`src/rtl/memory_stage_ctrl.sv`:
```
// Memory-stage controller: data-memory access, stack pointer, and multi-word PC/flag stack sequencing.
// Single-word ops take one cycle; CALL/RET stall 1 cycle, INT/RTI stall 2; inputs ignored mid-sequence.
module memory_stage_ctrl #(
  parameter int                ADDR_W  = 12,
  parameter logic [ADDR_W-1:0] SP_INIT = {ADDR_W{1'b1}}
) (
  input  logic              clk,
  input  logic              reset,
  input  logic              mem_read,
  input  logic              mem_write,
  input  logic              mem_push,
  input  logic              mem_pop,
  input  logic [2:0]        pc_op,
  input  logic [15:0]       alu_result,
  input  logic [15:0]       write_data,
  input  logic [31:0]       pc_plus_one,
  input  logic [2:0]        flags_in,
  input  logic [15:0]       mem_rdata,
  output logic [ADDR_W-1:0] mem_addr,
  output logic [15:0]       mem_wdata,
  output logic              mem_we,
  output logic [15:0]       mem_data_out,
  output logic              stall,
  output logic [31:0]       pc_from_mem,
  output logic              pc_load,
  output logic [2:0]        flags_restored,
  output logic              flags_restore,
  output logic [ADDR_W-1:0] sp,
  output logic              stack_err
);

  typedef enum logic {S_IDLE, S_SEQ} state_t;
  typedef enum logic [1:0] {OP_CALL, OP_RET, OP_INT, OP_RTI} op_t;

  localparam logic [ADDR_W-1:0] SP_ONE = {{(ADDR_W-1){1'b0}}, 1'b1};

  state_t            state_q, state_d;
  op_t               op_q, op_d;
  logic [1:0]        idx_q, idx_d;
  logic [31:0]       pc_q, pc_d;
  logic [2:0]        flags_q, flags_d;
  logic [15:0]       lo_q, lo_d;
  logic [15:0]       hi_q, hi_d;
  logic [ADDR_W-1:0] sp_q, sp_d;
  logic              err_q, err_d;
  logic [15:0]       dout_q, dout_d;
  logic [31:0]       pcm_q, pcm_d;
  logic              pc_load_q, pc_load_d;
  logic [2:0]        flr_q, flr_d;
  logic              flrs_q, flrs_d;

  logic              req_vld;
  op_t               req_op;
  logic              seq_word;
  op_t               cur_op;
  logic [1:0]        cur_idx;
  logic [31:0]       cur_pc;
  logic [2:0]        cur_flags;
  logic [1:0]        last_idx;
  logic              do_push;
  logic              do_pop;
  logic [15:0]       push_dat;
  logic              unused_alu_bits;

  assign unused_alu_bits = ^alu_result;

  always_comb begin
    req_vld = 1'b1;
    req_op  = OP_CALL;
    case (pc_op)
      3'b001:  req_op = OP_CALL;
      3'b010:  req_op = OP_RET;
      3'b011:  req_op = OP_INT;
      3'b100:  req_op = OP_RTI;
      default: req_vld = 1'b0;
    endcase
  end

  always_comb begin
    state_d   = state_q;
    op_d      = op_q;
    idx_d     = idx_q;
    pc_d      = pc_q;
    flags_d   = flags_q;
    lo_d      = lo_q;
    hi_d      = hi_q;
    sp_d      = sp_q;
    err_d     = err_q;
    dout_d    = dout_q;
    pcm_d     = pcm_q;
    pc_load_d = 1'b0;
    flr_d     = flr_q;
    flrs_d    = 1'b0;
    mem_addr  = '0;
    mem_wdata = '0;
    mem_we    = 1'b0;
    stall     = 1'b0;
    do_push   = 1'b0;
    do_pop    = 1'b0;
    push_dat  = '0;

    // Word 0 of a sequence issues straight from the inputs; later words use the latched copy.
    seq_word  = (state_q == S_SEQ) || req_vld;
    cur_op    = (state_q == S_SEQ) ? op_q : req_op;
    cur_idx   = (state_q == S_SEQ) ? idx_q : 2'd0;
    cur_pc    = (state_q == S_SEQ) ? pc_q : pc_plus_one;
    cur_flags = (state_q == S_SEQ) ? flags_q : flags_in;
    last_idx  = (cur_op == OP_INT || cur_op == OP_RTI) ? 2'd2 : 2'd1;

    if (seq_word) begin
      stall   = (cur_idx != last_idx);
      op_d    = cur_op;
      pc_d    = cur_pc;
      flags_d = cur_flags;
      if (cur_idx == last_idx) begin
        state_d = S_IDLE;
      end else begin
        state_d = S_SEQ;
        idx_d   = cur_idx + 2'd1;
      end
      case (cur_op)
        OP_CALL: begin
          do_push  = 1'b1;
          push_dat = (cur_idx == 2'd0) ? cur_pc[31:16] : cur_pc[15:0];
        end
        OP_INT: begin
          do_push = 1'b1;
          case (cur_idx)
            2'd0:    push_dat = {13'b0, cur_flags};
            2'd1:    push_dat = cur_pc[31:16];
            default: push_dat = cur_pc[15:0];
          endcase
        end
        default: begin
          do_pop = 1'b1;
          case (cur_idx)
            2'd0: lo_d = mem_rdata;
            2'd1: begin
              if (cur_op == OP_RET) begin
                pcm_d     = {mem_rdata, lo_q};
                pc_load_d = 1'b1;
              end else begin
                hi_d = mem_rdata;
              end
            end
            default: begin
              pcm_d     = {hi_q, lo_q};
              pc_load_d = 1'b1;
              flr_d     = mem_rdata[2:0];
              flrs_d    = 1'b1;
            end
          endcase
        end
      endcase
    end else if (mem_push) begin
      do_push  = 1'b1;
      push_dat = write_data;
    end else if (mem_pop) begin
      do_pop = 1'b1;
      dout_d = mem_rdata;
    end else if (mem_write) begin
      mem_addr  = alu_result[ADDR_W-1:0];
      mem_we    = 1'b1;
      mem_wdata = write_data;
    end else if (mem_read) begin
      mem_addr = alu_result[ADDR_W-1:0];
      dout_d   = mem_rdata;
    end

    // Out-of-range stack accesses still go through and wrap; only the sticky flag records them.
    if (do_push) begin
      mem_addr  = sp_q;
      mem_we    = 1'b1;
      mem_wdata = push_dat;
      sp_d      = sp_q - SP_ONE;
      if (sp_q == '0) err_d = 1'b1;
    end
    if (do_pop) begin
      mem_addr = sp_q + SP_ONE;
      sp_d     = sp_q + SP_ONE;
      if (sp_q == SP_INIT) err_d = 1'b1;
    end
  end

  always_ff @(posedge clk or negedge reset) begin
    if (!reset) begin
      state_q   <= S_IDLE;
      op_q      <= OP_CALL;
      idx_q     <= 2'd0;
      pc_q      <= '0;
      flags_q   <= '0;
      lo_q      <= '0;
      hi_q      <= '0;
      sp_q      <= SP_INIT;
      err_q     <= 1'b0;
      dout_q    <= '0;
      pcm_q     <= '0;
      pc_load_q <= 1'b0;
      flr_q     <= '0;
      flrs_q    <= 1'b0;
    end else begin
      state_q   <= state_d;
      op_q      <= op_d;
      idx_q     <= idx_d;
      pc_q      <= pc_d;
      flags_q   <= flags_d;
      lo_q      <= lo_d;
      hi_q      <= hi_d;
      sp_q      <= sp_d;
      err_q     <= err_d;
      dout_q    <= dout_d;
      pcm_q     <= pcm_d;
      pc_load_q <= pc_load_d;
      flr_q     <= flr_d;
      flrs_q    <= flrs_d;
    end
  end

  assign mem_data_out   = dout_q;
  assign pc_from_mem    = pcm_q;
  assign pc_load        = pc_load_q;
  assign flags_restored = flr_q;
  assign flags_restore  = flrs_q;
  assign sp             = sp_q;
  assign stack_err      = err_q;

endmodule

```
`config.mk`:
```
export PLATFORM = sky130hd
export DESIGN_NAME = memory_stage_ctrl
export DESIGN_NICKNAME = d
export VERILOG_FILES = /design/src/rtl/memory_stage_ctrl.sv
export SDC_FILE = /design/constraint.sdc
export NUM_CORES = 1
export LEC_CHECK = 0
export ABC_CLOCK_PERIOD_IN_PS = 2800
export BUFFER_PORTS_ARGS = -buffer_cell sky130_fd_sc_hd__buf_2
export CAP_MARGIN = 30
export CORE_MARGIN = 5
export CORE_UTILIZATION = 45
export DETAILED_ROUTE_END_ITERATION = 10
export PLACE_DENSITY_LB_ADDON = 0.1
export SLEW_MARGIN = 40
export SYNTH_ARGS = -nofsm -noshare
export SYNTH_HDL_FRONTEND = slang
export SYNTH_SLANG_ARGS = --single-unit
```
`constraint.sdc`:
```
create_clock -name clk -period 2.8 [get_ports clk]
set_input_delay 0.14 -clock clk [delete_from_list [all_inputs] [get_ports clk]]
set_output_delay 0.14 -clock clk [all_outputs]
set_load 0.05 [all_outputs]
```
==> results of run 1 <==
-- per-stage QoR --
step | cell area (um^2) | util [%] | instances | setup slack (ps)
final | 9769 | 61.06 | 1112 | 125.7
after global routing | 9769 | 61.06 | 1112 | 6.704
after detailed placement | 8651 | 54.07 | 1032 | 318.7
after CTS | 9713 | 60.71 | 1108 | 9.220
after floorplan | 7441 | - | 655 | 11.74
after global placement | 8622 | 53.89 | 1031 | 349.3
-- state kept, by name (all words and copies together) (netlist names) --
register / flops
pc_from_mem: 32
pc_q: 32
hi_q: 16
lo_q: 16
mem_data_out: 16
sp: 12
flags_q: 3
flags_restored: 3
idx_q: 2
op_q: 2
flags_restore: 1
pc_load: 1
stack_err: 1
state_q: 1
-- kinds of logic after synthesis --
kind of cell	count (synthesis)	synth area share, %
adders and majority gates	6	0.9849
and+or+nand+nor	113	7.794
DFF	138	47.07
AOI/OAI and AO/OA	163	13.70
buffers and inverters	55	3.430
xor gates and xnor gates	12	1.426
muxes	168	25.59
-- worst max-delay path, stage by stage, from the launching register on --
cell,delay (ps)
dfrtp_2,480
nand2_1,190
ha_4,290
buf_4,250
mux2_2,360
o221ai_1,230
o21ai_2,110
buf_2,220
-- area by class of cell --
class                   count  area [um^2]  area share, %
clock inverters            14        171.4          1.755
multi-input cells         462         3759          38.47
clock buffers              17        425.4          4.355
flip-flops and latches    138         3470          35.51
inverters                  10        37.54         0.3842
well taps                 216        270.3          2.766
repair buffers            255         1637          16.75
-- worst max-delay path by stage --
stage | endpoint | slack, ps | cells past startpoint
floorplan | mem_wdata[10] | 10 | 14
global placement | hi_q[8] | 350 | 7
detailed placement | mem_wdata[9] | 320 | 9
CTS | mem_wdata[11] | 9 | 7
global route | mem_wdata[0] | 7 | 7
finish | mem_wdata[0] | 130 | 7
-- repair_timing --
item	in CTS	in global routing
setup endpoints to repair	16	16
hold buffers	45	0
gates resized for setup	2	3
setup buffers	0	4
hold endpoints to repair	115	0
-- routing by layer --
metal  wire (um)  vias to the layer above  global-route usage, %
li1            -                     2887                      -
met4         243                        2                  5.818
met3        1279                       22                  5.914
met2       10330                      194                  37.09
met5           7                        -                      0
met1        8724                     3041                  26.94
-- placed cells by master (no fill, tap or decap), drive strengths merged, types with 2 or more instances in the layout --
cell type | netlist | layout
nor3 | 7 | 7
nand4 | 2 | 2
o22ai | 15 | 15
inv | 10 | 12
buf | 20 | 210
clkbuf | 25 | 17
mux2 | 163 | 163
xor2 | 5 | 5
mux2i | 5 | 5
nand2 | 46 | 46
clkinv | 0 | 9
a211oi | 3 | 3
nor2b | 5 | 5
nor3b | 2 | 2
dlygate4sd3 | 0 | 45
dfstp | 12 | 12
nand3 | 8 | 8
nand2b | 3 | 3
and4 | 7 | 7
o211ai | 8 | 8
xnor2 | 7 | 7
a22o | 8 | 8
o21a | 2 | 2
a221o | 3 | 3
nand4b | 2 | 2
and3 | 4 | 4
nor4 | 2 | 2
and2 | 2 | 2
ha | 5 | 5
bufinv | 0 | 3
a31o | 2 | 2
a21oi | 47 | 47
nor2 | 20 | 20
o21bai | 2 | 2
dfrtp | 126 | 126
o221ai | 3 | 3
o21ai | 48 | 48
a22oi | 15 | 15
==> flow_summary.json, run 1 <==
{
  "syn-cell-area_um2": 7368,
  "status": "complete, no violations",
  "hold_class": "input port to register",
  "cts_tree": "done",
  "final_hold_viol_count": 0,
  "die_h_um": 138.0,
  "r2r_setup_slack_ps": 350,
  "r2r_start": "state_q",
  "synthCells": 655,
  "antenna_found_initial": 1,
  "io_pins": 188,
  "fillers": 1376,
  "core_area_um2": 16000,
  "yosys-top-cells-area": "dfrtp_1 (43%), mux2_2 (25%), dfstp_2 (4.3%)",
  "synth_top_flop_cell": "dfrtp_1",
  "clk_pin_slew_worst_paths_ps": 60,
  "portBuffers": 183,
  "gp_congestion": 0.8404,
  "syn-num-nets": 752,
  "post-route-period-util_pct": 95.51,
  "hold_depth": 2,
  "grt_pass1_wl_mm": 32.53,
  "slew_headroom_pct": 51.33,
  "arrival_ps": 2530,
  "synth-edff-count": 0,
  "startpoint": "state_q",
  "hp-start": "mem_rdata[12]",
  "cp.required_ps": 2660,
  "place_hpwl_mm": 14.07,
  "yosysTopAreaCell": "dfrtp_1",
  "remaining_drc_errors": 0,
  "r2r-end": "hi_q[1]",
  "path_class": "register to output pin",
  "tns_ps": 0,
  "r2r_cells": 7,
  "start_util_pct": 46.05,
  "ys_warn_count": 0,
  "tightest_slew_ps": 725.1,
  "yosysMostFrequentCell": "mux2_2",
  "std_cell_rows": 46,
  "layout-drive-gt1-share_pct": 49.89,
  "globalRouteOverflowTotal": 0,
  "synth_area_per_cell_um2": 11.25,
  "drtIter0Drc": 304,
  "cts_root_buf": "clkbuf_16",
  "crit_path_start_kind": "register",
  "dr.pass1.iters": 4,
  "clock_sinks": 138,
  "yosys.area.top_type_share_pct": 42.79,
  "crit_path_end_kind": "output pin",
  "ant_nets": 0,
  "dieArea_um2": 19030,
  "clock_latency_ps": 410,
  "rsz0062_at_grt": "false",
  "ctsLongestPathBuffers": 2,
  "whs_ps": 13.70,
  "maxSlewViolCount": 0,
  "ys_seq_area_share_pct": 47.07,
  "dr_total_vias": 6146,
  "skew_ps": 10.47,
  "grt_pass1_vias": 6462,
  "period_minus_slack_ps": 2674,
  "synthToLayoutAreaGrowth_pct": 32.59,
  "drt-wirelength-per-cell_um": 18.51,
  "die_w_um": 138.0,
  "fmax_mhz": 373.9,
  "yosys-top-cells-count": "mux2_2 (162), dfrtp_1 (126), a21oi_1 (47)",
  "grt_max_degree": 73,
  "grt_usage_pct": 21.61,
  "wirelength_mm": 20.59,
  "cts_buffers": 17,
  "finalSetupViolCount": 0,
  "synthArstFlopShare_pct": 100.0,
  "htree_levels": 4,
  "min_to": "mem_data_out[12]",
  "ys_types": 56,
  "routed_via_density": 5.527,
  "ys_ff_latch": 138,
  "final_nets": 981,
  "maxCapViolations": 0,
  "path_max_fanout": 13,
  "n_antenna_cell": 0
}
Power of run 1 is left out: the tool's default activity adds up to more than one toggle a clock period on the data nets, which glitch-free logic cannot reach.
==> run 2, diff against run 1 <==
ABC_CLOCK_PERIOD_IN_PS = 2600   (was 2800)
CTS_CLUSTER_SIZE = 10   (was unset)
clock period = 2.6 ns   (was 2.8 ns; I/O delays follow)
==> run 2 against run 1 <==
Compared with the run above: via count up 0.55%; design area up 2.5%; clock skew about the same; highest routed layer is now met4; worst setup slack worse by 64 ps; sequential share of layout area down 0.87 points; wire length down 2.6%; critical path depth unchanged; die area unchanged; critical endpoint is now mem_wdata[1]; first-iteration DRC count down 31%; non-clock buffer count up 16; critical path type unchanged.
==> flow_summary.json, run 2 (synthesized netlist as in run 1, its figures left out) <==
{
  "core_area_um2": 16000,
  "final_hold_viol_count": 0,
  "remaining_drc_errors": 0,
  "tightest_slew_ps": 615.5,
  "std_cell_rows": 46,
  "place_area_um2": 8775,
  "drt-wirelength-per-cell_um": 17.76,
  "synthToLayoutAreaGrowth_pct": 35.91,
  "clock_sinks": 138,
  "clock_latency_ps": 410,
  "r2r_start": "idx_q[0]",
  "dr.pass1.iters": 4,
  "ant_nets": 0,
  "cts_root_buf": "clkbuf_16",
  "place_hpwl_mm": 13.67,
  "clk_pin_slew_worst_paths_ps": 60,
  "timing.final.ws_setup_ps": 61.37,
  "status": "complete, no violations",
  "grt_pass1_wl_mm": 32.01,
  "grt_max_degree": 65,
  "crit_path_start_kind": "register",
  "layout-drive-gt1-share_pct": 50.55,
  "path_max_fanout": 13,
  "ctsLongestPathBuffers": 2,
  "start_util_pct": 46.05,
  "maxSlewViolCount": 0,
  "startpoint": "state_q",
  "grt_usage_pct": 21.41,
  "hold_class": "input port to register",
  "cp.required_ps": 2470,
  "globalRouteOverflowTotal": 0,
  "maxCapViolations": 0,
  "htree_levels": 4,
  "antenna_found_initial": 0,
  "io_pins": 188,
  "slew_headroom_pct": 58.97,
  "wirelength_mm": 20.05,
  "fillers": 1337,
  "skew_ps": 10.69,
  "finalInstanceArea_um2": 10010,
  "post-route-period-util_pct": 97.64,
  "die_h_um": 138.0,
  "pre_cts_ws_ps": 174.9,
  "gp_congestion": 0.8251,
  "dr_total_vias": 6180,
  "cts_tree": "done",
  "dieArea_um2": 19030,
  "final_nets": 997,
  "path_class": "register to output pin",
  "rsz0062_at_grt": "true",
  "crit_path_end_kind": "output pin",
  "layout_commonest_cell": "buf_2",
  "final_cell_mix": "buf_2 (173), mux2_2 (162), dfrtp_1 (125)",
  "cts_buffers": 17,
  "hp-start": "mem_push",
  "grt_pass1_vias": 6481,
  "arrival_ps": 2410,
  "drtIter0Drc": 210,
  "portBuffers": 183,
  "fmax_mhz": 393.9,
  "die_w_um": 138.0,
  "routed_via_density": 5.474,
  "finalSetupViolCount": 0,
  "period_minus_slack_ps": 2539
}
## run 2: metrics by stage
| step | hold slack, ps | utilization [%] | setup TNS, ps | cells |
|---|---|---|---|---|
| 2_1_floorplan | -165.6 | - | -43.90 | 655 |
| 3_3_place_gp | 172.7 | 54.84 | 0 | 1037 |
| 3_5_place_dp | 176.1 | 54.84 | 0 | 1037 |
| 4_1_cts | 265.2 | 61.90 | 0 | 1122 |
| 5_1_grt | 332.5 | 62.57 | -127.2 | 1128 |
| 6_report | 290.1 | 62.59 | 0 | 1129 |
## run 2: area by class of cell
cell class	instances	area (um^2)	area share [%]
multi-input cells	462	3867	38.62
flip-flops and latches	138	3470	34.65
repair buffers	271	1785	17.83
clock buffers	19	442.9	4.423
well taps	216	270.3	2.699
clock inverters	12	138.9	1.387
inverters	10	37.54	0.3748
diodes	1	2.502	0.02499
## run 2: repair_timing
action,CTS,global route
hold buffers,52,0
hold endpoints to repair,125,0
endpoints found under the setup margin,24,19
buffers inserted,2,6
gates resized for setup,0,25
pin swaps,0,1
## run 2: worst max-delay path, cell delays in order, from the launching register on
cell      delay, ps
dfrtp_2         440
nand2_1         130
ha_2            230
buf_4           220
nor2b_1         370
a211oi_2        160
o21ai_4         170
buf_2           290
## run 2: path summary, 6_finish.rpt
check / slack [ps] / endpoint / cells past startpoint
worst max-delay path: 60 / mem_wdata[1] / 7
worst min-delay path: 290 / sp[0] / 5
worst max register to register: 370 / hi_q[11] / 8
worst min register to register: 490 / stack_err / 2
max in group asynchronous: 1610 / lo_q[11] / 3
min in group asynchronous: 300 / stack_err / 2
## run 2: layer usage
metal / vias up / routed length (um) / track usage [%]
met4: 0 / 409 / 7.574
met1: 3048 / 8384 / 26.70
met2: 188 / 10060 / 36.55
met5: - / 0 / 0
li1: 2910 / - / -
met3: 34 / 1199 / 4.898
Power of run 2 is left out for the same reason.
==> run 3, diff against run 2 <==
ABC_AREA = 1   (was unset)
==> run 3 against run 2 <==
Compared with the run above: critical path depth up 5; sequential share of layout area up 1.1 points; cell count is 32% higher; non-clock buffer count shrank 31; clock-buffer cell count shrank 2; die area increased by 3.3%; fmax rose by 3.8%; register-to-register slack better by 240 ps; via count is 20% higher; worst setup slack gained 93 ps; wire length rose by 9.4%.
==> flow_summary.json, run 3 <==
{
  "synthArstFlopShare_pct": 100.0,
  "remaining_drc_errors": 0,
  "layout-drive-gt1-share_pct": 21.67,
  "path_max_fanout": 11,
  "yosys-top-cells-count": "nand2_1 (430), dfrtp_1 (126), o21ai_0 (105)",
  "die_h_um": 140.2,
  "dr.pass1.iters": 5,
  "cts_buffers": 17,
  "cts_root_buf": "clkbuf_16",
  "place_hpwl_mm": 15.40,
  "cp.required_ps": 2470,
  "rsz0062_at_grt": "false",
  "hold_depth": 3,
  "critPathTopFamily": "simple AND/OR/NAND/NOR gates",
  "period_minus_slack_ps": 2445,
  "critical_path.max_stage_delay_ps": 450,
  "status": "complete, no violations",
  "maxSlewViolCount": 0,
  "synth_area_per_cell_um2": 7.196,
  "dieArea_um2": 19650,
  "clk_pin_slew_worst_paths_ps": 70,
  "r2r_setup_slack_ps": 610,
  "fillers": 1596,
  "antenna_found_initial": 0,
  "slowest_stage": "dfrtp_2",
  "cts_tree": "done",
  "core_area_um2": 16580,
  "syn-cell-area_um2": 7627,
  "finalNonFillerCells": 1489,
  "yosysTopAreaCell": "dfrtp_1",
  "synth-edff-count": 0,
  "htree_levels": 4,
  "wirelength_mm": 21.94,
  "maxCapViolations": 0,
  "tns_ps": 0,
  "skew_ps": 11.15,
  "final_nets": 1353,
  "hold_class": "input port to register",
  "ctsLongestPathBuffers": 2,
  "ys_seq_area_share_pct": 45.47,
  "synthCells": 1060,
  "final_cell_mix": "nand2_1 (429), buf_2 (176), dfrtp_1 (125)",
  "r2r_cells": 8,
  "portBuffers": 183,
  "fmax_mhz": 408.9,
  "syn-num-nets": 1157,
  "slew_headroom_pct": 52.48,
  "clock_latency_ps": 420,
  "crit_path_start_kind": "register",
  "final_hold_viol_count": 0,
  "std_cell_rows": 47,
  "dp.cells": 1427,
  "synthToLayoutAreaGrowth_pct": 27.18,
  "path_class": "register to output pin",
  "io_pins": 188,
  "yosys-top-cells-area": "dfrtp_1 (41%), nand2_1 (21%), o21ai_0 (6.9%)",
  "ys_types": 34,
  "grt_max_degree": 77,
  "synth_top_flop_cell": "dfrtp_1",
  "grt_pass1_wl_mm": 35.67,
  "layout_commonest_cell": "nand2_1",
  "grt_pass1_vias": 6878,
  "post-route-period-util_pct": 94.05,
  "start_util_pct": 45.99,
  "drt-wirelength-per-cell_um": 14.73,
  "drtIter0Drc": 482,
  "tightest_slew_ps": 712.8,
  "gp_congestion": 0.8954,
  "yosysMostFrequentCell": "nand2_1",
  "ys_ff_latch": 138,
  "ant_nets": 0,
  "globalRouteOverflowTotal": 0,
  "cp.depth": 12,
  "cp_common_cell": "nand2_1",
  "ys_warn_count": 0,
  "clock_sinks": 138,
  "grt_usage_pct": 22.20,
  "path_cells": "nand2_4, ha_1, inv_1, nor2_1, buf_6, nand2_1, o21ai_0, nand3_1, nand2_1, nand2_1, nand3_1, clkbuf_4",
  "routed_via_density": 4.981,
  "die_w_um": 140.2,
  "finalSetupViolCount": 0,
  "n_antenna_cell": 0,
  "dr_total_vias": 7417,
  "yosys.area.top_type_share_pct": 41.34,
  "arrival_ps": 2320,
  "path_buf_inv": 3,
  "crit_path_end_kind": "output pin"
}
## run 3: changes by cell type after synthesis, sizes merged, moves of 13 or more
cell / change
mux2: -163
nor2: +33
o21a: +14
nand2: +389
buf: +21
a21oi: -47
a31oi: +13
inv: +66
o21ai: +60
nand3: +94
o22ai: -15
## run 3: worst min-delay path, cell delays in order
cell,delay [ps]
buf_2,90
nand2_1,80
a31oi_1,90
## run 3: stage by stage
step	cell area (um^2)	setup WS, ps	util (%)	hold slack, ps
after detailed placement	8745	469.8	52.73	204.7
after global placement	8745	467.5	52.73	201.0
final	9701	154.6	58.50	11.33
after global routing	9701	5.407	58.50	8.936
after floorplan	7627	120.1	-	-165.6
after CTS	9615	3.570	57.98	0.4990
## run 3: logic make-up after synthesis
kind of cell             Yosys count  share of synthesized area (%)
AND/OR/NAND/NOR                  601                          32.14
AO/OA/AOI/OAI                    163                          12.42
buffers and inverters            141                          7.776
flip-flops                       138                          45.47
XOR/XNOR                          12                          1.378
adder cells (fa/ha/maj)            5                         0.8202
## run 3: area by class of cell
class | instances | area, um^2 | area share (%)
multi-input cells | 781 | 3600 | 37.11
clock inverters | 15 | 175.2 | 1.806
flip-flops and latches | 138 | 3470 | 35.77
repair buffers | 240 | 1463 | 15.08
clock buffers | 17 | 425.4 | 4.385
well taps | 220 | 275.3 | 2.838
inverters | 78 | 292.8 | 3.018
## run 3: per-layer routing
metal	global-route usage, %	wire length (um)
met1	32.37	10600
met2	34.05	10030
met3	4.397	1072
met4	5.711	233
met5	0	0
## run 3: timing repair
action | in CTS | in global routing
hold endpoints to repair | 94 | 1
buffers inserted | 0 | 2
setup endpoints to repair | 0 | 21
hold buffers | 27 | 1
resized for setup | 0 | 18
## run 3: path summary, 6_finish.rpt
path / end / start
max: mem_wdata[7] / state_q
min: pc_q[21] / pc_plus_one[21]
max reg2reg: pc_from_mem[22] / state_q
min reg2reg: pc_from_mem[14] / pc_from_mem[14]
max in group asynchronous: sp[10] / reset
min in group asynchronous: pc_from_mem[25] / reset
Power of run 3 is left out for the same reason.
